**config.mk**
```make
export PLATFORM = sky130hd
export DESIGN_NAME = fp_mul_div_seq
export DESIGN_NICKNAME = d
export VERILOG_FILES = /design/src/rtl/fp_mul_div_seq.sv
export SDC_FILE = /design/constraint.sdc
export NUM_CORES = 1
export LEC_CHECK = 0
export BUFFER_PORTS_ARGS = -buffer_cell sky130_fd_sc_hd__buf_2
export CORE_ASPECT_RATIO = 1.5
export CORE_MARGIN = 2
export CORE_UTILIZATION = 40
export DETAILED_ROUTE_END_ITERATION = 10
export HOLD_SLACK_MARGIN = 0.1
export PLACE_DENSITY = 0.66
export SYNTH_ARGS = -nofsm -noshare
export SYNTH_HDL_FRONTEND = slang
export SYNTH_SLANG_ARGS = --single-unit
```
**constraint.sdc**
```tcl
create_clock -name clk -period 7 [get_ports clk]
set_input_delay 1.4 -clock clk [delete_from_list [all_inputs] [get_ports clk]]
set_output_delay 1.4 -clock clk [all_outputs]
set_load 0.01 [all_outputs]
```
**src/rtl/fp_mul_div_seq.sv**
```systemverilog
// Sequential floating-point multiply/divide unit, parametrised on EXP_W/MAN_W.
// Handshake: start (sampled in idle) -> busy -> one-cycle done with result/of_uf.
// Multiply uses a single-cycle mantissa product; divide is a restoring divider
// producing one quotient bit per cycle.
// Build option: define FPU_ROUND_EN for round-to-nearest-even; otherwise truncate.
// of_uf encoding: 00 ok, 10 overflow, 01 underflow, 11 divide-by-zero.

module fp_mul_div_seq #(
    parameter int unsigned EXP_W = 5,
    parameter int unsigned MAN_W = 10,
    localparam int unsigned W = 1 + EXP_W + MAN_W
) (
    input  logic         clk,
    input  logic         reset,
    input  logic         start,
    input  logic         mul_div,
    input  logic [W-1:0] x,
    input  logic [W-1:0] y,
    output logic         busy,
    output logic         done,
    output logic [W-1:0] result,
    output logic [1:0]   of_uf
);

    localparam int unsigned EW2  = EXP_W + 2;      // signed working exponent width
    localparam int unsigned PW   = 2 * MAN_W + 2;  // mantissa product width
    localparam int unsigned QW   = MAN_W + 3;      // quotient bits produced
    localparam int unsigned RW   = MAN_W + 2;      // partial remainder width
    localparam int unsigned CntW = $clog2(QW);

    localparam logic signed [EW2-1:0] BiasE = EW2'((1 << (EXP_W - 1)) - 1);
    localparam logic signed [EW2-1:0] MaxE  = EW2'((1 << EXP_W) - 1);
    localparam logic signed [EW2-1:0] OneE  = EW2'(1);

    typedef enum logic [2:0] {
        StIdle,
        StCheck,
        StMul,
        StDiv,
        StNorm,
        StRound,
        StDone
    } stateT;

    stateT stateQ, stateD;

    // Latched operands and working registers
    logic [W-1:0]            xQ, yQ;
    logic                    mulDivQ;
    logic signed [EW2-1:0]   expQ;
    logic [PW-1:0]           prodQ;
    logic [QW-1:0]           quoQ;
    logic [RW-1:0]           remQ;
    logic [CntW-1:0]         cntQ;
    logic [MAN_W-1:0]        manQ;
    logic                    guardQ, stickyQ;
    logic [W-1:0]            resultQ;
    logic [1:0]              ofUfQ;

    // Operand decode
    logic                    signR;
    logic                    xZero, yZero;
    logic [MAN_W:0]          mx, my;
    logic signed [EW2-1:0]   exS, eyS;

    // Normalisation and rounding results
    logic [MAN_W-1:0]        normMan;
    logic                    normGuard, normSticky;
    logic signed [EW2-1:0]   normExp;
    logic                    roundUp;
    logic [MAN_W:0]          manSum;
    logic [MAN_W-1:0]        finalMan;
    logic signed [EW2-1:0]   finalExp;
    logic [W-1:0]            rndResult;
    logic [1:0]              rndFlags;

    // Decode the latched operands: sign, zero flags, hidden-bit mantissas, exponents
    always_comb begin
        signR = xQ[W-1] ^ yQ[W-1];
        xZero = (xQ[W-2:MAN_W] == '0);
        yZero = (yQ[W-2:MAN_W] == '0);
        mx    = {1'b1, xQ[MAN_W-1:0]};
        my    = {1'b1, yQ[MAN_W-1:0]};
        exS   = {2'b00, xQ[W-2:MAN_W]};
        eyS   = {2'b00, yQ[W-2:MAN_W]};
    end

    // State register
    always_ff @(posedge clk) begin
        if (reset) begin
            stateQ <= StIdle;
        end else begin
            stateQ <= stateD;
        end
    end

    // Next-state logic
    always_comb begin
        stateD = stateQ;
        unique case (stateQ)
            StIdle:  if (start) stateD = StCheck;
            StCheck: begin
                // Any zero operand (including divide-by-zero) short-circuits to done
                if (xZero || yZero) begin
                    stateD = StDone;
                end else begin
                    stateD = mulDivQ ? StDiv : StMul;
                end
            end
            StMul:   stateD = StNorm;
            StDiv:   if (cntQ == CntW'(QW - 1)) stateD = StNorm;
            StNorm:  stateD = StRound;
            StRound: stateD = StDone;
            StDone:  stateD = StIdle;
            default: stateD = StIdle;
        endcase
    end

    // Outputs decoded from the state and the held result registers
    always_comb begin
        busy   = (stateQ != StIdle);
        done   = (stateQ == StDone);
        result = resultQ;
        of_uf  = ofUfQ;
    end

    // One-position normalisation of the product or quotient
    always_comb begin
        normMan    = '0;
        normGuard  = 1'b0;
        normSticky = 1'b0;
        normExp    = expQ;
        if (!mulDivQ) begin
            if (prodQ[PW-1]) begin
                // Product in [2,4): drop one more bit and bump the exponent
                normMan    = prodQ[PW-2:MAN_W+1];
                normGuard  = prodQ[MAN_W];
                normSticky = |prodQ[MAN_W-1:0];
                normExp    = expQ + OneE;
            end else begin
                normMan    = prodQ[PW-3:MAN_W];
                normGuard  = prodQ[MAN_W-1];
                normSticky = |prodQ[MAN_W-2:0];
            end
        end else begin
            if (quoQ[QW-1]) begin
                normMan    = quoQ[QW-2:2];
                normGuard  = quoQ[1];
                normSticky = quoQ[0] | (remQ != '0);
            end else begin
                // Quotient in (0.5,1): shift left and drop the exponent
                normMan    = quoQ[QW-3:1];
                normGuard  = quoQ[0];
                normSticky = (remQ != '0);
                normExp    = expQ - OneE;
            end
        end
    end

    // Rounding, carry renormalisation and exponent range check
    always_comb begin
`ifdef FPU_ROUND_EN
        roundUp = guardQ & (stickyQ | manQ[0]);
`else
        roundUp = 1'b0;
`endif
        manSum   = {1'b0, manQ} + {{MAN_W{1'b0}}, roundUp};
        finalMan = manSum[MAN_W-1:0];
        finalExp = expQ;
        if (manSum[MAN_W]) begin
            // 1.11..1 + ulp = 10.0: mantissa wraps to zero, exponent steps up
            finalMan = '0;
            finalExp = expQ + OneE;
        end
        if (finalExp > MaxE) begin
            rndResult = {signR, {(W-1){1'b1}}};
            rndFlags  = 2'b10;
        end else if (finalExp < OneE) begin
            rndResult = {signR, {(W-1){1'b0}}};
            rndFlags  = 2'b01;
        end else begin
            rndResult = {signR, finalExp[EXP_W-1:0], finalMan};
            rndFlags  = 2'b00;
        end
    end

`ifndef FPU_ROUND_EN
    // Truncation discards guard and sticky
    logic unusedRnd;
    assign unusedRnd = guardQ ^ stickyQ;
`endif

    // Datapath registers: operand latch, mantissa arithmetic, result capture
    always_ff @(posedge clk) begin
        if (reset) begin
            xQ      <= '0;
            yQ      <= '0;
            mulDivQ <= 1'b0;
            expQ    <= '0;
            prodQ   <= '0;
            quoQ    <= '0;
            remQ    <= '0;
            cntQ    <= '0;
            manQ    <= '0;
            guardQ  <= 1'b0;
            stickyQ <= 1'b0;
            resultQ <= '0;
            ofUfQ   <= 2'b00;
        end else begin
            unique case (stateQ)
                StIdle: begin
                    if (start) begin
                        xQ      <= x;
                        yQ      <= y;
                        mulDivQ <= mul_div;
                    end
                end
                StCheck: begin
                    if (mulDivQ && yZero) begin
                        resultQ <= {signR, {(W-1){1'b1}}};
                        ofUfQ   <= 2'b11;
                    end else if (xZero || yZero) begin
                        resultQ <= {signR, {(W-1){1'b0}}};
                        ofUfQ   <= 2'b00;
                    end else begin
                        expQ <= mulDivQ ? (exS - eyS + BiasE) : (exS + eyS - BiasE);
                    end
                    cntQ <= '0;
                    quoQ <= '0;
                    remQ <= RW'(mx);
                end
                StMul: begin
                    prodQ <= PW'(mx) * PW'(my);
                end
                StDiv: begin
                    // Restoring step: subtract when it fits, then shift the remainder
                    if (remQ >= RW'(my)) begin
                        quoQ <= {quoQ[QW-2:0], 1'b1};
                        remQ <= (remQ - RW'(my)) << 1;
                    end else begin
                        quoQ <= {quoQ[QW-2:0], 1'b0};
                        remQ <= remQ << 1;
                    end
                    cntQ <= cntQ + CntW'(1);
                end
                StNorm: begin
                    manQ    <= normMan;
                    guardQ  <= normGuard;
                    stickyQ <= normSticky;
                    expQ    <= normExp;
                end
                StRound: begin
                    resultQ <= rndResult;
                    ofUfQ   <= rndFlags;
                end
                StDone: begin
                end
                default: begin
                end
            endcase
        end
    end

endmodule

```
==> results by group, run 1 <==
Run status
  – Outcome: completed

Clock tree
  – H-tree lvl count: 3
  – Clk root buf: clkbuf_16
  – Clk_lat worst skew: 0.37 ns
  – Number of clock sinks: 112
  – Reg clk slew, reported paths: 0.08 ns
  – Cts hold-fix bufs: 0
  – CTS tree: done
  – Setup Buffers After CTS: 0
  – Num CTS Buffers: 9
  – Clock Tree Buf Depth: 2
  – Cts repair resizes: 0

Synthesis
  – Post-synth EDFFs: 0
  – Syn_area_per_cell: 8.04 sq um
  – Synth area leaders: dfxtp_1 (23%), fa_1 (17%), ha_1 (11%)
  – Synth Flop Type: dfxtp_1
  – Syn Inst Count: 1198
  – Mapped cell area: 0.00963 sq mm
  – Synthesized Nets: 1401
  – Post-synthesis sequential area ratio: 23.3%
  – Ys Warns: 0
  – Synth cell types: 55
  – Post-synth top area share: 23.3%
  – #FFs+latches synth: 112
  – Cell accounting for the most synthesized area: dfxtp_1
  – Asr flop ratio synth: 0%

Critical path
  – Crit Path Category: register to register
  – FF-to-FF setup slack: 1.66 ns
  – Req. time, crit path: 7.30 ns
  – Worst-path cell chain: clkinv_1, nor2_1, fa_1, inv_1, fa_1, inv_1, fa_1, fa_1, inv_1, fa_1, inv_1, ha_1, nand4_1, a21oi_1, a221oi_2, or3_1, o21ai_1, or3_1, a31oi_1
  – Crit. End Element: register
  – CP startpoint: xQ[1]
  – CP max stage delay: 0.54 ns
  – CP Max Fanout: 8
  – CP endpoint: prodQ[19]
  – R2R cell count: 19
  – CP max stage cell: fa_1
  – Crit start category: register
  – Reg2reg end: prodQ[19]
  – Crit-path most repeated cell: fa_1
  – WP data arrival: 5.64 ns
  – R2r startpoint: xQ[1]

Placed design
  – Placed cells: 1509
  – Port Buffers: 55
  – Detailed placement HPWL: 19700 um
  – Setup Slack @ Placement: 1.64 ns
  – Placer congestion estimate: 0.916

Detailed routing
  – Initial detailed-routing violation count: 396
  – Routed length per instance: 16.3 um
  – TritonRoute pass-1 iters: 5
  – Vias: 8070
  – Residual DRC: 0
  – Via/cell ratio: 5.29
  – Post-route ant nets: 0
  – Drt total wl: 24800 um

Timing
  – Fin. Hold Viols: 0
  – Tcrit/Tclk final: 76.2%
  – Final count of pins violating max slew: 0
  – Final Critical Period: 5.34 ns
  – Worst-Margin Slew: 0.831 ns
  – Max Fclk: 0.187 GHz
  – RSZ-0062 raised after global routing: false
  – Worst setup margin: 1.66 ns
  – Fin Setup TNS: 0 ns
  – Setup Viol. Count Final: 0
  – Slew HR: 44.6%
  – Worst Skew: 0.0109 ns

GRT
  – Met3 usage: 2.65%
  – Largest net degree at the start of global routing: 65
  – Routing usage on met1: 22.8%
  – Initial antenna violation count: 0
  – Gr busiest metal: met2
  – GRT Overall Usage: 20.2%
  – Total gr overflow: 0
  – Wire length of the first global-routing pass: 40300 um
  – Met2 Usage GRT: 36.6%
  – Vias in the first global route: 8014

Pwr
  – P per Cell Area: 205 mW/mm^2
  – IR drop worst, VDD: 0.000159 V
  – Leakage Power: 0.00446 uW
  – Tot Pwr: 2140 uW

Run
  – Max-cap violation count: 0

Die
  – Initial cell density of the core: 40.7%
  – FP Rows: 69
  – Full die area: 0.0254 sq mm
  – Die Width: 131 um
  – Boundary Pins: 56
  – Core Box Area: 0.0237 sq mm
  – Die Y: 194 um

Worst hold path
  – Hold WC Path Type: register to register
  – Hold-critical path depth: 2

Cells and area
  – Area delta synth->final: 8.24%
  – # nets final: 1404
  – Layout cells sized above 1: 7.46%
  – Fill count: 2391
  – Non-filler instance count after layout: 1525
  – Antenna cells: 0
power breakdown:
group | internal (uW) | switching [uW] | total (uW)
Combinational | 304 | 487 | 790
Clock | 320 | 272 | 592
Sequential | 682 | 77.8 | 759
Total | 1300 | 837 | 2140
how the worst min path moves through the flow:
stage,startpoint,to,slack [ns]
2_1_floorplan,prodQ[20],prodQ[20],0.43
3_3_place_gp,of_uf[1],of_uf[1],0.44
3_5_place_dp,of_uf[1],of_uf[1],0.45
4_1_cts,of_uf[1],of_uf[1],0.46
5_1_grt,prodQ[12],prodQ[12],0.49
6_report,of_uf[1],of_uf[1],0.45
cells by family (layout without fill, tap and decap cells):
group / count (synthesis) / in the layout / share of synthesized area (%)
adder cells (fa/ha/maj): 167 / 167 / 28.1
flip-flops: 112 / 112 / 23.3
XOR/XNOR: 27 / 27 / 2.46
AND/OR/NAND/NOR: 384 / 384 / 18.2
AO/OA/AOI/OAI: 272 / 272 / 17.4
multiplexers: 20 / 20 / 2.08
buffers and inverters: 216 / 224 / 8.52
area by class of cell:
class	count	area, sq um	share of cell area, %
Sequential cell	112	2240	21.5
Timing Repair Buffer	64	345	3.31
Multi-Input combinational cell	870	6570	63.0
Tap cell	319	399	3.83
Inverter	144	541	5.19
Clock inverter	7	104	0.997
Clock buffer	9	225	2.16
routing by layer:
layer	share of wire [%]	routed length (um)
met5	0	0
met2	52	13000
met4	4.8	1190
met3	2.4	593
met1	41	10100
layout by cell type, fill, tap and decap left out, types with 5 or more instances in the layout:
master / netlist / routed
nand2_1: 178 / 178
inv_1: 143 / 143
a21oi_1: 120 / 120
dfxtp_1: 112 / 112
ha_1: 85 / 85
fa_1: 82 / 82
nor2_1: 69 / 69
buf_2: 5 / 54
and2_1: 32 / 32
nand3_1: 31 / 31
o21ai_0: 30 / 30
a211oi_1: 25 / 25
xnor2_1: 22 / 22
a22oi_1: 20 / 20
mux2i_1: 20 / 20
nor3_1: 16 / 16
nor2b_1: 16 / 16
a21o_1: 13 / 13
nand4_1: 10 / 10
o22ai_1: 10 / 10
buf_4: 1 / 10
a31oi_1: 9 / 9
clkbuf_16: 0 / 9
or3_1: 8 / 8
o31ai_1: 7 / 7
o21a_1: 6 / 6
nand2b_1: 5 / 5
xor2_1: 5 / 5
o21ai_1: 5 / 5
cells in the mapped netlist (20+ instances only):
master and n:
a21oi_1 120, o21ai_0 30, nand2_1 178, a211oi_1 25, dfxtp_1 112, mux2i_1 20, inv_1 143, fa_1 82
xnor2_1 22, a22oi_1 20, clkbuf_1 59, nor2_1 69, and2_1 32, nand3_1 31, ha_1 85
through the flow:
stage               cell area [sq um]  hold slack, ns  utilization, %
floorplan                        9630           0.426               -
global placement                10100           0.441            42.7
detailed placement              10100           0.447            42.7
CTS                             10400           0.458            44.1
global route                    10400           0.493            44.1
finish                          10400           0.453            44.1
critical path: cells and delay by family, from the launching register on:
kind                     cells  cell delay (ns)
AO/OA/AOI/OAI                4             0.61
adder cells (fa/ha/maj)      6             2.73
buffers and inverters        5             0.61
flip-flops                   1             0.45
AND/OR/NAND/NOR              4             0.84
sequential cells by signal, indices dropped and copies added, names as in the netlist:
register,count
mulDivQ,1
cntQ,4
remQ,12
yQ,16
quoQ,13
xQ,16
prodQ,12
stateQ,3
expQ,7
manQ,10
result,16
of_uf,2
No activity file was read; power rests on OpenSTA's default activity.
==> run 2: changes to the inputs <==
--- a/config.mk
+++ b/config.mk
@@ -11,7 +11,7 @@
 export CORE_UTILIZATION = 40
 export DETAILED_ROUTE_END_ITERATION = 10
 export HOLD_SLACK_MARGIN = 0.1
-export PLACE_DENSITY = 0.66
+export PLACE_DENSITY = 0.68
 export SYNTH_ARGS = -nofsm -noshare
 export SYNTH_HDL_FRONTEND = slang
 export SYNTH_SLANG_ARGS = --single-unit
==> constraint.sdc (replaced) <==
create_clock -name clk -period 4.7 [get_ports clk]
set_input_delay 0.94 -clock clk [delete_from_list [all_inputs] [get_ports clk]]
set_output_delay 0.94 -clock clk [all_outputs]
set_load 0.01 [all_outputs]
==> run 2 against run 1 <==
The flow now finishes with violations (negative setup slack). Sequential cell count stayed put. Worst setup slack worse by 1.7 ns. Clock skew is 0.0018 ns lower. Utilization is 4.3 points higher. Clock-buffer cell count stayed put. Combinational power is 82% higher. Sequential power is 46% higher. Sequential share of layout area is 1.6 points lower. Clock power is 44% higher. Final area is 9.8% higher. Critical endpoint is now prodQ[12]. Largest power group unchanged. Highest routed layer unchanged.
==> results by group, run 2 (synthesis results as in run 1) <==
Critical path
  – CP max stage delay: 0.56 ns (was 0.54 ns)
  – Crit start category: register (unchanged)
  – Crit Path Category: register to register (unchanged)
  – Req. time, crit path: 4.99 ns (was 7.30 ns)
  – Crit path max-delay family: adder cells (unchanged)
  – Crit. End Element: register (unchanged)
  – Crit-path most repeated cell: fa_1 (unchanged)
  – Buf+Inv Stages, Crit Path: 6 (was 5)
  – CP max stage cell: fa_1 (unchanged)
  – Worst-path cell chain: inv_2, nor2_1, fa_1, inv_1, fa_1, inv_2, fa_1, fa_1, inv_2, fa_1, inv_2, ha_4, and2_4, buf_4, a221o_1, a21o_1, xor2_1, nand2_1, a21oi_2 (was clkinv_1, nor2_1, fa_1, inv_1, fa_1, inv_1, fa_1, fa_1, inv_1, fa_1, inv_1, ha_1, nand4_1, a21oi_1, a221oi_2, or3_1, o21ai_1, or3_1, a31oi_1)
  – CP Max Fanout: 4 (was 8)
  – WP data arrival: 5.05 ns (was 5.64 ns)

Clock tree
  – Clk_lat worst skew: 0.36 ns (was 0.37 ns)
  – Cts hold-fix bufs: 0 (unchanged)
  – Clk root buf: clkbuf_16 (unchanged)
  – H-tree lvl count: 3 (unchanged)
  – Number of clock sinks: 112 (unchanged)
  – Clock Tree Buf Depth: 2 (unchanged)
  – Num CTS Buffers: 9 (unchanged)
  – CTS tree: done (unchanged)
  – Reg clk slew, reported paths: 0.08 ns (about the same)

Timing
  – Final Critical Period: 4.76 ns (was 5.34 ns)
  – Min Hold Slack: 0.451 ns (was 0.453 ns)
  – RSZ-0062 raised after global routing: true (was false)
  – Tcrit/Tclk final: 101% (was 76.2%)
  – Worst-Margin Slew: 0.872 ns (was 0.831 ns)
  – Worst Skew: 0.00911 ns (was 0.0109 ns)
  – Fin. Hold Viols: 0 (unchanged)
  – Final count of pins violating max slew: 0 (unchanged)
  – Setup Viol. Count Final: 4 (was 0)
  – Max Fclk: 0.210 GHz (was 0.187 GHz)
  – Slew HR: 41.9% (was 44.6%)
  – Worst setup margin: -0.0637 ns (was 1.66 ns)

Die
  – FP Rows: 69 (unchanged)
  – Initial cell density of the core: 40.7% (unchanged)
  – Die Width: 131 um (unchanged)
  – Full die area: 0.0254 sq mm (unchanged)
  – Boundary Pins: 56 (unchanged)
  – Core Box Area: 0.0237 sq mm (unchanged)
  – Die Y: 194 um (unchanged)

Pwr
  – P per Cell Area: 297 mW/mm^2 (was 205 mW/mm^2)
  – IR drop worst, VDD: 0.000198 V (was 0.000159 V)
  – Leakage Power: 0.00495 uW (was 0.00446 uW)

Detailed routing
  – TritonRoute pass-1 iters: 5 (unchanged)
  – Initial detailed-routing violation count: 479 (was 396)
  – Via/cell ratio: 5.22 (was 5.29)
  – Vias: 8462 (was 8070)
  – Drt total wl: 25200 um (was 24800 um)
  – Residual DRC: 0 (unchanged)
  – Routed length per instance: 15.5 um (was 16.3 um)
  – Post-route ant nets: 0 (unchanged)

Worst hold path
  – Hold WC Path Type: register to register (unchanged)

Cells and area
  – # nets final: 1499 (was 1404)
  – Area delta synth->final: 18.9% (was 8.24%)
  – Layout cells sized above 1: 19.5% (was 7.46%)
  – Commonest cells after routing, fill and taps aside: nand2_1 (173), inv_1 (126), a21oi_1 (113) (was nand2_1 (178), inv_1 (143), a21oi_1 (120))
  – Commonest non-fill, non-tap cell in the layout: nand2_1 (unchanged)
  – Fill count: 2324 (was 2391)
  – Antenna cells: 0 (unchanged)
  – Non-filler instance count after layout: 1620 (was 1525)

GRT
  – Total gr overflow: 0 (unchanged)
  – GRT Overall Usage: 20.4% (was 20.2%)
  – Wire length of the first global-routing pass: 41300 um (was 40300 um)
  – Vias in the first global route: 8556 (was 8014)
  – Initial antenna violation count: 0 (unchanged)
  – Largest net degree at the start of global routing: 70 (was 65)

Placed design
  – Placed cells: 1584 (was 1509)
  – Setup Slack @ Placement: -0.271 ns (was 1.64 ns)
  – Detailed placement HPWL: 20000 um (was 19700 um)
  – Port Buffers: 55 (unchanged)
  – Placer congestion estimate: 0.937 (was 0.916)

Run
  – Max-cap violation count: 0 (unchanged)

Run status
  – Failing checks: negative setup slack
  – Outcome: finished with violations (was completed)
[run 2: worst paths after layout]
check	from	end	slack [ns]	cells past startpoint
worst min-delay path	of_uf[1]	of_uf[1]	0.45	2
worst min register to register	of_uf[1]	of_uf[1]	0.45	2
worst max-delay path	yQ[7]	prodQ[12]	-0.06	19
worst max register to register	yQ[7]	prodQ[12]	-0.06	19
[run 2: worst reg2reg max path: cells and delay by family, from the launching register on]
family	cells	cell delay, ns
flops	1	0.35
buf+inv	6	0.40
fa+ha+maj	6	2.84
xor+xnor	1	0.15
simple gates	3	0.28
compound gates	3	0.68
[run 2: routing by layer]
metal,GRT usage [%],wire length (um),vias up
met4,9.50,1100,0
met5,0,0,-
li1,-,-,4192
met3,2.32,826,54
met1,24.3,10200,4040
met2,36.1,13000,176
[run 2: repair_timing]
item,CTS,global route
setup buffers,20,2
gates resized for setup,55,23
pin swaps,46,26
endpoints found under the setup margin,11,11
[run 2: layout make-up]
class	count	area, sq um	share of cell area, %
Inverter	144	553	4.83
Clock buffer	9	225	1.97
Timing Repair Buffer	159	1130	9.84
Sequential cell	112	2280	19.9
Tap cell	319	399	3.49
Multi-Input combinational cell	870	6760	59.1
Clock inverter	7	101	0.885
[run 2: power breakdown]
part | internal (uW) | switching, uW
clock network | 475 | 381
logic | 616 | 825
registers | 1020 | 89.2
total | 2110 | 1290
[run 2: per-stage QoR]
stage / util [%] / setup TNS [ns] / total power [uW] / instance area [sq um]
after floorplan: - / 0 / 2070 / 9780
after global placement: 45.4 / -1.41 / 2460 / 10700
after detailed placement: 45.4 / -2.02 / 2480 / 10700
after CTS: 47.9 / -0.228 / 3410 / 11300
after global routing: 48.4 / -1.60 / 3640 / 11400
final: 48.4 / -0.184 / 3400 / 11400
